--- config.mk ---
export PLATFORM = sky130hd
export DESIGN_NAME = mul_div_unit
export DESIGN_NICKNAME = d
export VERILOG_FILES = /design/src/rtl/muldiv_pkg.sv /design/src/rtl/muldiv_step.sv /design/src/rtl/mul_div_unit.sv
export SDC_FILE = /design/constraint.sdc
export NUM_CORES = 1
export LEC_CHECK = 0
export ABC_CLOCK_PERIOD_IN_PS = 7700
export CAP_MARGIN = 20
export CORE_MARGIN = 2
export CORE_UTILIZATION = 61
export CTS_CLUSTER_DIAMETER = 80
export CTS_CLUSTER_SIZE = 20
export DETAILED_ROUTE_END_ITERATION = 8
export GPL_TIMING_DRIVEN = 0
export PLACE_DENSITY = 0.82
export SYNTH_ARGS = -nofsm -noshare
export SYNTH_HDL_FRONTEND = slang
export SYNTH_SLANG_ARGS = --single-unit
--- constraint.sdc ---
create_clock -name clock -period 7.7 [get_ports clock]
set_input_delay 1.155 -clock clock [delete_from_list [all_inputs] [get_ports clock]]
set_output_delay 1.155 -clock clock [all_outputs]
set_load 0.005 [all_outputs]
--- src/rtl/muldiv_pkg.sv ---
// Shared opcode constants and FSM state encoding for the iterative multiply/divide unit.
package muldiv_pkg;

    localparam logic OP_MUL    = 1'b0;
    localparam logic OP_DIV    = 1'b1;
    localparam int   OP_SIGNED = 1;

    typedef enum logic [1:0] {
        S_IDLE = 2'b00,
        S_BUSY = 2'b01,
        S_DONE = 2'b10
    } state_t;

endpackage

--- src/rtl/muldiv_step.sv ---
// One combinational iteration of the datapath: shift-add multiply or restoring shift-subtract divide.
module muldiv_step
    import muldiv_pkg::*;
#(
    parameter int WIDTH = 32
) (
    input  logic             i_op_div,
    input  logic [WIDTH-1:0] i_acc,
    input  logic [WIDTH-1:0] i_shreg,
    input  logic [WIDTH-1:0] i_operand,
    output logic [WIDTH-1:0] o_acc,
    output logic [WIDTH-1:0] o_shreg
);

    logic [WIDTH:0] w_sum;
    logic [WIDTH:0] w_trial;
    logic [WIDTH:0] w_diff;

    // Single iteration; the restoring divide never needs the top trial bit once restored
    always_comb begin
        w_sum   = {1'b0, i_acc};
        w_trial = {i_acc, i_shreg[WIDTH-1]};
        w_diff  = w_trial - {1'b0, i_operand};
        o_acc   = i_acc;
        o_shreg = i_shreg;
        case (i_op_div)
            OP_MUL: begin
                if (i_shreg[0]) begin
                    w_sum = {1'b0, i_acc} + {1'b0, i_operand};
                end else begin
                    w_sum = {1'b0, i_acc};
                end
                o_acc   = w_sum[WIDTH:1];
                o_shreg = {w_sum[0], i_shreg[WIDTH-1:1]};
            end
            OP_DIV: begin
                if (!w_diff[WIDTH]) begin
                    o_acc   = w_diff[WIDTH-1:0];
                    o_shreg = {i_shreg[WIDTH-2:0], 1'b1};
                end else begin
                    o_acc   = w_trial[WIDTH-1:0];
                    o_shreg = {i_shreg[WIDTH-2:0], 1'b0};
                end
            end
            default: begin
                o_acc   = i_acc;
                o_shreg = i_shreg;
            end
        endcase
    end

endmodule

--- src/rtl/mul_div_unit.sv ---
// Multi-cycle integer multiply/divide unit holding HI/LO; one bit per cycle.
// Optional signed support is enabled by defining MULDIV_SIGNED_EN.
module mul_div_unit
    import muldiv_pkg::*;
#(
    parameter int WIDTH = 32,
    localparam int CNT_W = $clog2(WIDTH) + 1
) (
    input  logic             clock,
    input  logic             reset_n,
    input  logic             start,
    input  logic [1:0]       op,
    input  logic [WIDTH-1:0] op_a,
    input  logic [WIDTH-1:0] op_b,
    output logic             busy,
    output logic             done,
    output logic [WIDTH-1:0] hi_out,
    output logic [WIDTH-1:0] lo_out
);

    state_t             r_state;
    state_t             w_next_state;
    logic [CNT_W-1:0]   r_count;
    logic               r_op_div;
    logic               r_divzero;
    logic [WIDTH-1:0]   r_operand;
    logic [WIDTH-1:0]   r_acc;
    logic [WIDTH-1:0]   r_shreg;
    logic [WIDTH-1:0]   r_hi;
    logic [WIDTH-1:0]   r_lo;
    logic               r_busy;
    logic               r_done;

    logic               w_accept;
    logic               w_is_divzero;
    logic [WIDTH-1:0]   w_abs_a;
    logic [WIDTH-1:0]   w_abs_b;
    logic [WIDTH-1:0]   w_step_acc;
    logic [WIDTH-1:0]   w_step_shreg;
    logic [WIDTH-1:0]   w_res_hi;
    logic [WIDTH-1:0]   w_res_lo;

    assign w_accept     = (r_state == S_IDLE) && start;
    assign w_is_divzero = (op[0] == OP_DIV) && (op_b == {WIDTH{1'b0}});

    muldiv_step #(
        .WIDTH     (WIDTH)
    ) u_step (
        .i_op_div  (r_op_div),
        .i_acc     (r_acc),
        .i_shreg   (r_shreg),
        .i_operand (r_operand),
        .o_acc     (w_step_acc),
        .o_shreg   (w_step_shreg)
    );

`ifdef MULDIV_SIGNED_EN
    logic               w_neg_a;
    logic               w_neg_b;
    logic               r_neg_res;
    logic               r_neg_rem;
    logic [2*WIDTH-1:0] w_prod_neg;

    assign w_neg_a = op[OP_SIGNED] & op_a[WIDTH-1];
    assign w_neg_b = op[OP_SIGNED] & op_b[WIDTH-1];
    assign w_abs_a = w_neg_a ? (~op_a + WIDTH'(1)) : op_a;
    assign w_abs_b = w_neg_b ? (~op_b + WIDTH'(1)) : op_b;
    assign w_prod_neg = ~{r_acc, r_shreg} + (2*WIDTH)'(1);

    // Sign fixup flags captured with the operands
    always_ff @(posedge clock or negedge reset_n) begin
        if (!reset_n) begin
            r_neg_res <= 1'b0;
            r_neg_rem <= 1'b0;
        end else if (w_accept) begin
            r_neg_res <= w_neg_a ^ w_neg_b;
            r_neg_rem <= w_neg_a;
        end else begin
            r_neg_res <= r_neg_res;
            r_neg_rem <= r_neg_rem;
        end
    end

    // Final result with sign fixup; remainder follows the dividend's sign
    always_comb begin
        w_res_hi = r_acc;
        w_res_lo = r_shreg;
        if (r_divzero) begin
            w_res_hi = r_shreg;
            w_res_lo = {WIDTH{1'b1}};
        end else if (r_op_div == OP_MUL) begin
            if (r_neg_res) begin
                w_res_hi = w_prod_neg[2*WIDTH-1:WIDTH];
                w_res_lo = w_prod_neg[WIDTH-1:0];
            end else begin
                w_res_hi = r_acc;
                w_res_lo = r_shreg;
            end
        end else begin
            w_res_lo = r_neg_res ? (~r_shreg + WIDTH'(1)) : r_shreg;
            w_res_hi = r_neg_rem ? (~r_acc + WIDTH'(1)) : r_acc;
        end
    end
`else
    logic w_unused_sign;

    assign w_unused_sign = op[OP_SIGNED];
    assign w_abs_a       = op_a;
    assign w_abs_b       = op_b;

    // Final result; divide-by-zero returns all-ones quotient and the dividend as remainder
    always_comb begin
        w_res_hi = r_acc;
        w_res_lo = r_shreg;
        if (r_divzero) begin
            w_res_hi = r_shreg;
            w_res_lo = {WIDTH{1'b1}};
        end else begin
            w_res_hi = r_acc;
            w_res_lo = r_shreg;
        end
    end
`endif

    // FSM next-state logic
    always_comb begin
        w_next_state = r_state;
        case (r_state)
            S_IDLE: begin
                if (start) begin
                    w_next_state = w_is_divzero ? S_DONE : S_BUSY;
                end else begin
                    w_next_state = S_IDLE;
                end
            end
            S_BUSY: begin
                if (r_count == CNT_W'(WIDTH - 1)) begin
                    w_next_state = S_DONE;
                end else begin
                    w_next_state = S_BUSY;
                end
            end
            S_DONE:  w_next_state = S_IDLE;
            default: w_next_state = S_IDLE;
        endcase
    end

    // FSM state register
    always_ff @(posedge clock or negedge reset_n) begin
        if (!reset_n) begin
            r_state <= S_IDLE;
        end else begin
            r_state <= w_next_state;
        end
    end

    // Operand capture, iteration and HI/LO result registers
    always_ff @(posedge clock or negedge reset_n) begin
        if (!reset_n) begin
            r_count   <= {CNT_W{1'b0}};
            r_op_div  <= 1'b0;
            r_divzero <= 1'b0;
            r_operand <= {WIDTH{1'b0}};
            r_acc     <= {WIDTH{1'b0}};
            r_shreg   <= {WIDTH{1'b0}};
            r_hi      <= {WIDTH{1'b0}};
            r_lo      <= {WIDTH{1'b0}};
        end else begin
            case (r_state)
                S_IDLE: begin
                    if (start) begin
                        r_count   <= {CNT_W{1'b0}};
                        r_acc     <= {WIDTH{1'b0}};
                        r_op_div  <= op[0];
                        r_divzero <= w_is_divzero;
                        if (op[0] == OP_DIV) begin
                            // Divide-by-zero keeps the raw dividend for the remainder output
                            r_shreg   <= w_is_divzero ? op_a : w_abs_a;
                            r_operand <= w_abs_b;
                        end else begin
                            r_shreg   <= w_abs_b;
                            r_operand <= w_abs_a;
                        end
                    end
                end
                S_BUSY: begin
                    r_acc   <= w_step_acc;
                    r_shreg <= w_step_shreg;
                    r_count <= r_count + CNT_W'(1);
                end
                S_DONE: begin
                    r_hi <= w_res_hi;
                    r_lo <= w_res_lo;
                end
                default: begin
                    r_count <= {CNT_W{1'b0}};
                end
            endcase
        end
    end

    // Registered status: busy covers the done cycle, start is only sampled in IDLE
    always_ff @(posedge clock or negedge reset_n) begin
        if (!reset_n) begin
            r_busy <= 1'b0;
            r_done <= 1'b0;
        end else begin
            r_busy <= (r_state != S_IDLE);
            r_done <= (r_state == S_DONE);
        end
    end

    assign busy   = r_busy;
    assign done   = r_done;
    assign hi_out = r_hi;
    assign lo_out = r_lo;

endmodule
==> impl_metrics.ini <==
[cells_and_area]
instances_no_fill = 1945
areaGrowthSynthToFinish_pct = 17.8
fillerInstances = 1690
final_util = 0.725
antennaDiodeCount = 0
drive_gt1_frac = 0.0629
fin_nets = 1793

[pwr]
finalPower_mw = 6.18
peakVddDrop_mv = 0.205
powerDensity_mw_per_mm2 = 410
p_leak_nw = 6.57

[synth]
ys_ff_latch = 172
yosysSeqAreaShare = 0.336
syn_nets = 1640
synth_common_cells = nand2_1 (187), dfrtp_1 (172), nor2_1 (146)
yosys.area_share.simple = 0.161
synth_edf_count = 0
synth-xor-area-share = 0.0369
avgSynthCellArea_sq_um = 8.52
yosys.area.top_type = dfrtp_1
synth_cell_types = 86
syn_inst = 1504
synthAdderAreaFrac = 0.0666
synth_compound_area_frac = 0.216
ys_warn_count = 0
synth_top_area_share = 0.336
yosysMostFrequentCell = nand2_1
netlist_area_sq_mm = 0.0128
ys_async_sr_fraction = 1.00
netlist_top_cells_area = dfrtp_1 (34%), mux2i_1 (10%), ha_1 (6.3%)
synthMuxAreaShare = 0.133
ys.flop_type = dfrtp_1
synth_top_family_by_area = compound AO/OA/AOI/OAI gates

[place]
numPortBuffers = 133
dp_cells = 1913
gp_congestion = 0.970
hpwl_um = 32400

[floorplanning]
die_h_um = 149
die_x_um = 149
initial_core_util = 0.615
core_sq_mm = 0.0208
ioPinCount = 135
die_area_sq_mm = 0.0222
rows = 53

[global_route]
grt_pass1_wl_um = 65500
antenna_found_initial = 0
grtUsageTotal = 0.381
grt_max_degree = 89
gr-total-overflow = 0
grt_pass1_vias = 11790

[clock_network]
post_cts_buffers = 0
cts_buffers = 17
clk_pin_slew_worst_paths_ns = 0.08
root_buffer = clkbuf_16
clk_path_buf_depth = 2
hold_buffers = 0
clock_latency_ns = 0.44
cts_tree = yes
cts_sinks = 172
htreeDepth = 4
post_cts_resized = 0

[flow_run]
drv_cap = 0

[setup_path]
crit_path_end_kind = flip-flop
cp.arrival_ns = 4.08
critPathKind = reg2reg
required_ns = 7.98
critPathMaxFanout = 10
cp-start-kind = flip-flop

[route]
via_per_inst = 6.47
wire_per_inst_um = 21.8
drt_iter0_drc = 1196
drt_wl_total_um = 42400
drc_errors = 0
postRouteAntennaNets = 0
dr.pass1.iters = 6
vias = 12590

[timing]
fin_crit_sh = 0.493
drv_slew = 0
hold_violations = 0
setup_violations = 0
min_period_ns = 3.79
tightest_slew_ns = 0.908
relSlewSlack = 0.395
rsz0062_at_grt = no
clock_skew_ns = 0.0110
clock.fmax_mhz = 264

[hold_path]
min_path_type = reg2reg

[outcome]
run_status = completed
[routing by layer]
metal / vias to the layer above / GRT usage / wire, um
li1: 5704 / - / -
met4: 0 / 0.197 / 2370
met1: 6032 / 0.517 / 17400
met5: - / 0 / 0
met3: 150 / 0.0679 / 3670
met2: 704 / 0.586 / 19000
[final cells by class]
class                           instances  area (sq um)  share of cell area
Clock inverter                         14           144             0.00953
Inverter                               49           184              0.0122
Buffer                                 94           465              0.0308
Tap cell                              275           344              0.0228
Sequential cell                       172          4300               0.285
Clock buffer                           18           429              0.0284
Timing Repair Buffer                  134          1360              0.0904
Multi-Input combinational cell       1189          7860               0.521
[layout by cell type, fill, tap and decap left out, drive strengths merged, types with 18 or more instances in the layout]
cell type and n:
dfrtp 172, nand2 189, nor2 147, a21oi 141
o21ai 138, nor3 18, xor2 20, nand3 18
clkbuf 92, clkdlybuf4s50 133, mux2i 132, inv 58
xnor2 34, a21o 37, mux2 34, buf 21
ha 65
[final timing paths]
| kind | slack [ns] | start | to | depth (start not counted) |
|---|---|---|---|---|
| max reg2reg | 3.91 | r_shreg[31] | r_acc[2] | 13 |
| min reg2reg | 0.48 | hi_out[18] | hi_out[18] | 2 |
| min | 0.48 | hi_out[18] | hi_out[18] | 2 |
| max | 3.91 | r_shreg[31] | r_acc[2] | 13 |
| min in group asynchronous | 0.73 | reset_n | r_acc[25] | 1 |
| max in group asynchronous | 6.09 | reset_n | hi_out[4] | 2 |
[metrics by stage]
step | setup WS, ns | hold slack (ns) | instance area [sq um] | setup TNS [ns]
3_5_place_dp | 3.75 | 0.470 | 14500 | 0
5_1_grt | 3.85 | 0.508 | 15100 | 0
4_1_cts | 4.01 | 0.486 | 15100 | 0
2_1_floorplan | 4.84 | 0.473 | 12800 | 0
6_report | 3.91 | 0.483 | 15100 | 0
3_3_place_gp | -1.68 | 0.465 | 14500 | -285.04
[state kept, by name, indices dropped and copies added, names as in the netlist]
| signal | cells |
|---|---|
| r_operand | 32 |
| done | 1 |
| lo_out | 32 |
| r_op_div | 1 |
| r_shreg | 32 |
| busy | 1 |
| r_divzero | 1 |
| r_acc | 32 |
| hi_out | 32 |
| r_state | 2 |
| r_count | 6 |
[critical path: stages (launching register included)]
cell	delay [ns]
dfrtp_1	0.49
inv_1	0.09
ha_1	0.23
fa_1	0.40
nand2b_1	0.21
a21o_1	0.23
a21oi_2	0.21
a2111o_1	0.22
nand2_4	0.11
a211oi_4	0.70
nor2_8	0.15
buf_8	0.21
a31oi_1	0.22
o221ai_1	0.16
[kinds of logic (layout without fill, tap and decap cells)]
| group | after synthesis | after routing |
|---|---|---|
| mux | 166 | 166 |
| fa+ha+maj | 67 | 67 |
| flops | 172 | 172 |
| compound gates | 444 | 444 |
| simple gates | 458 | 458 |
| xor+xnor | 54 | 54 |
| buf+inv | 143 | 309 |
[where the power goes]
group          internal (mW)  switching, mW
logic                   1.59           2.17
registers               1.13          0.427
clock network          0.434          0.427
No activity file was read; power rests on OpenSTA's default activity.
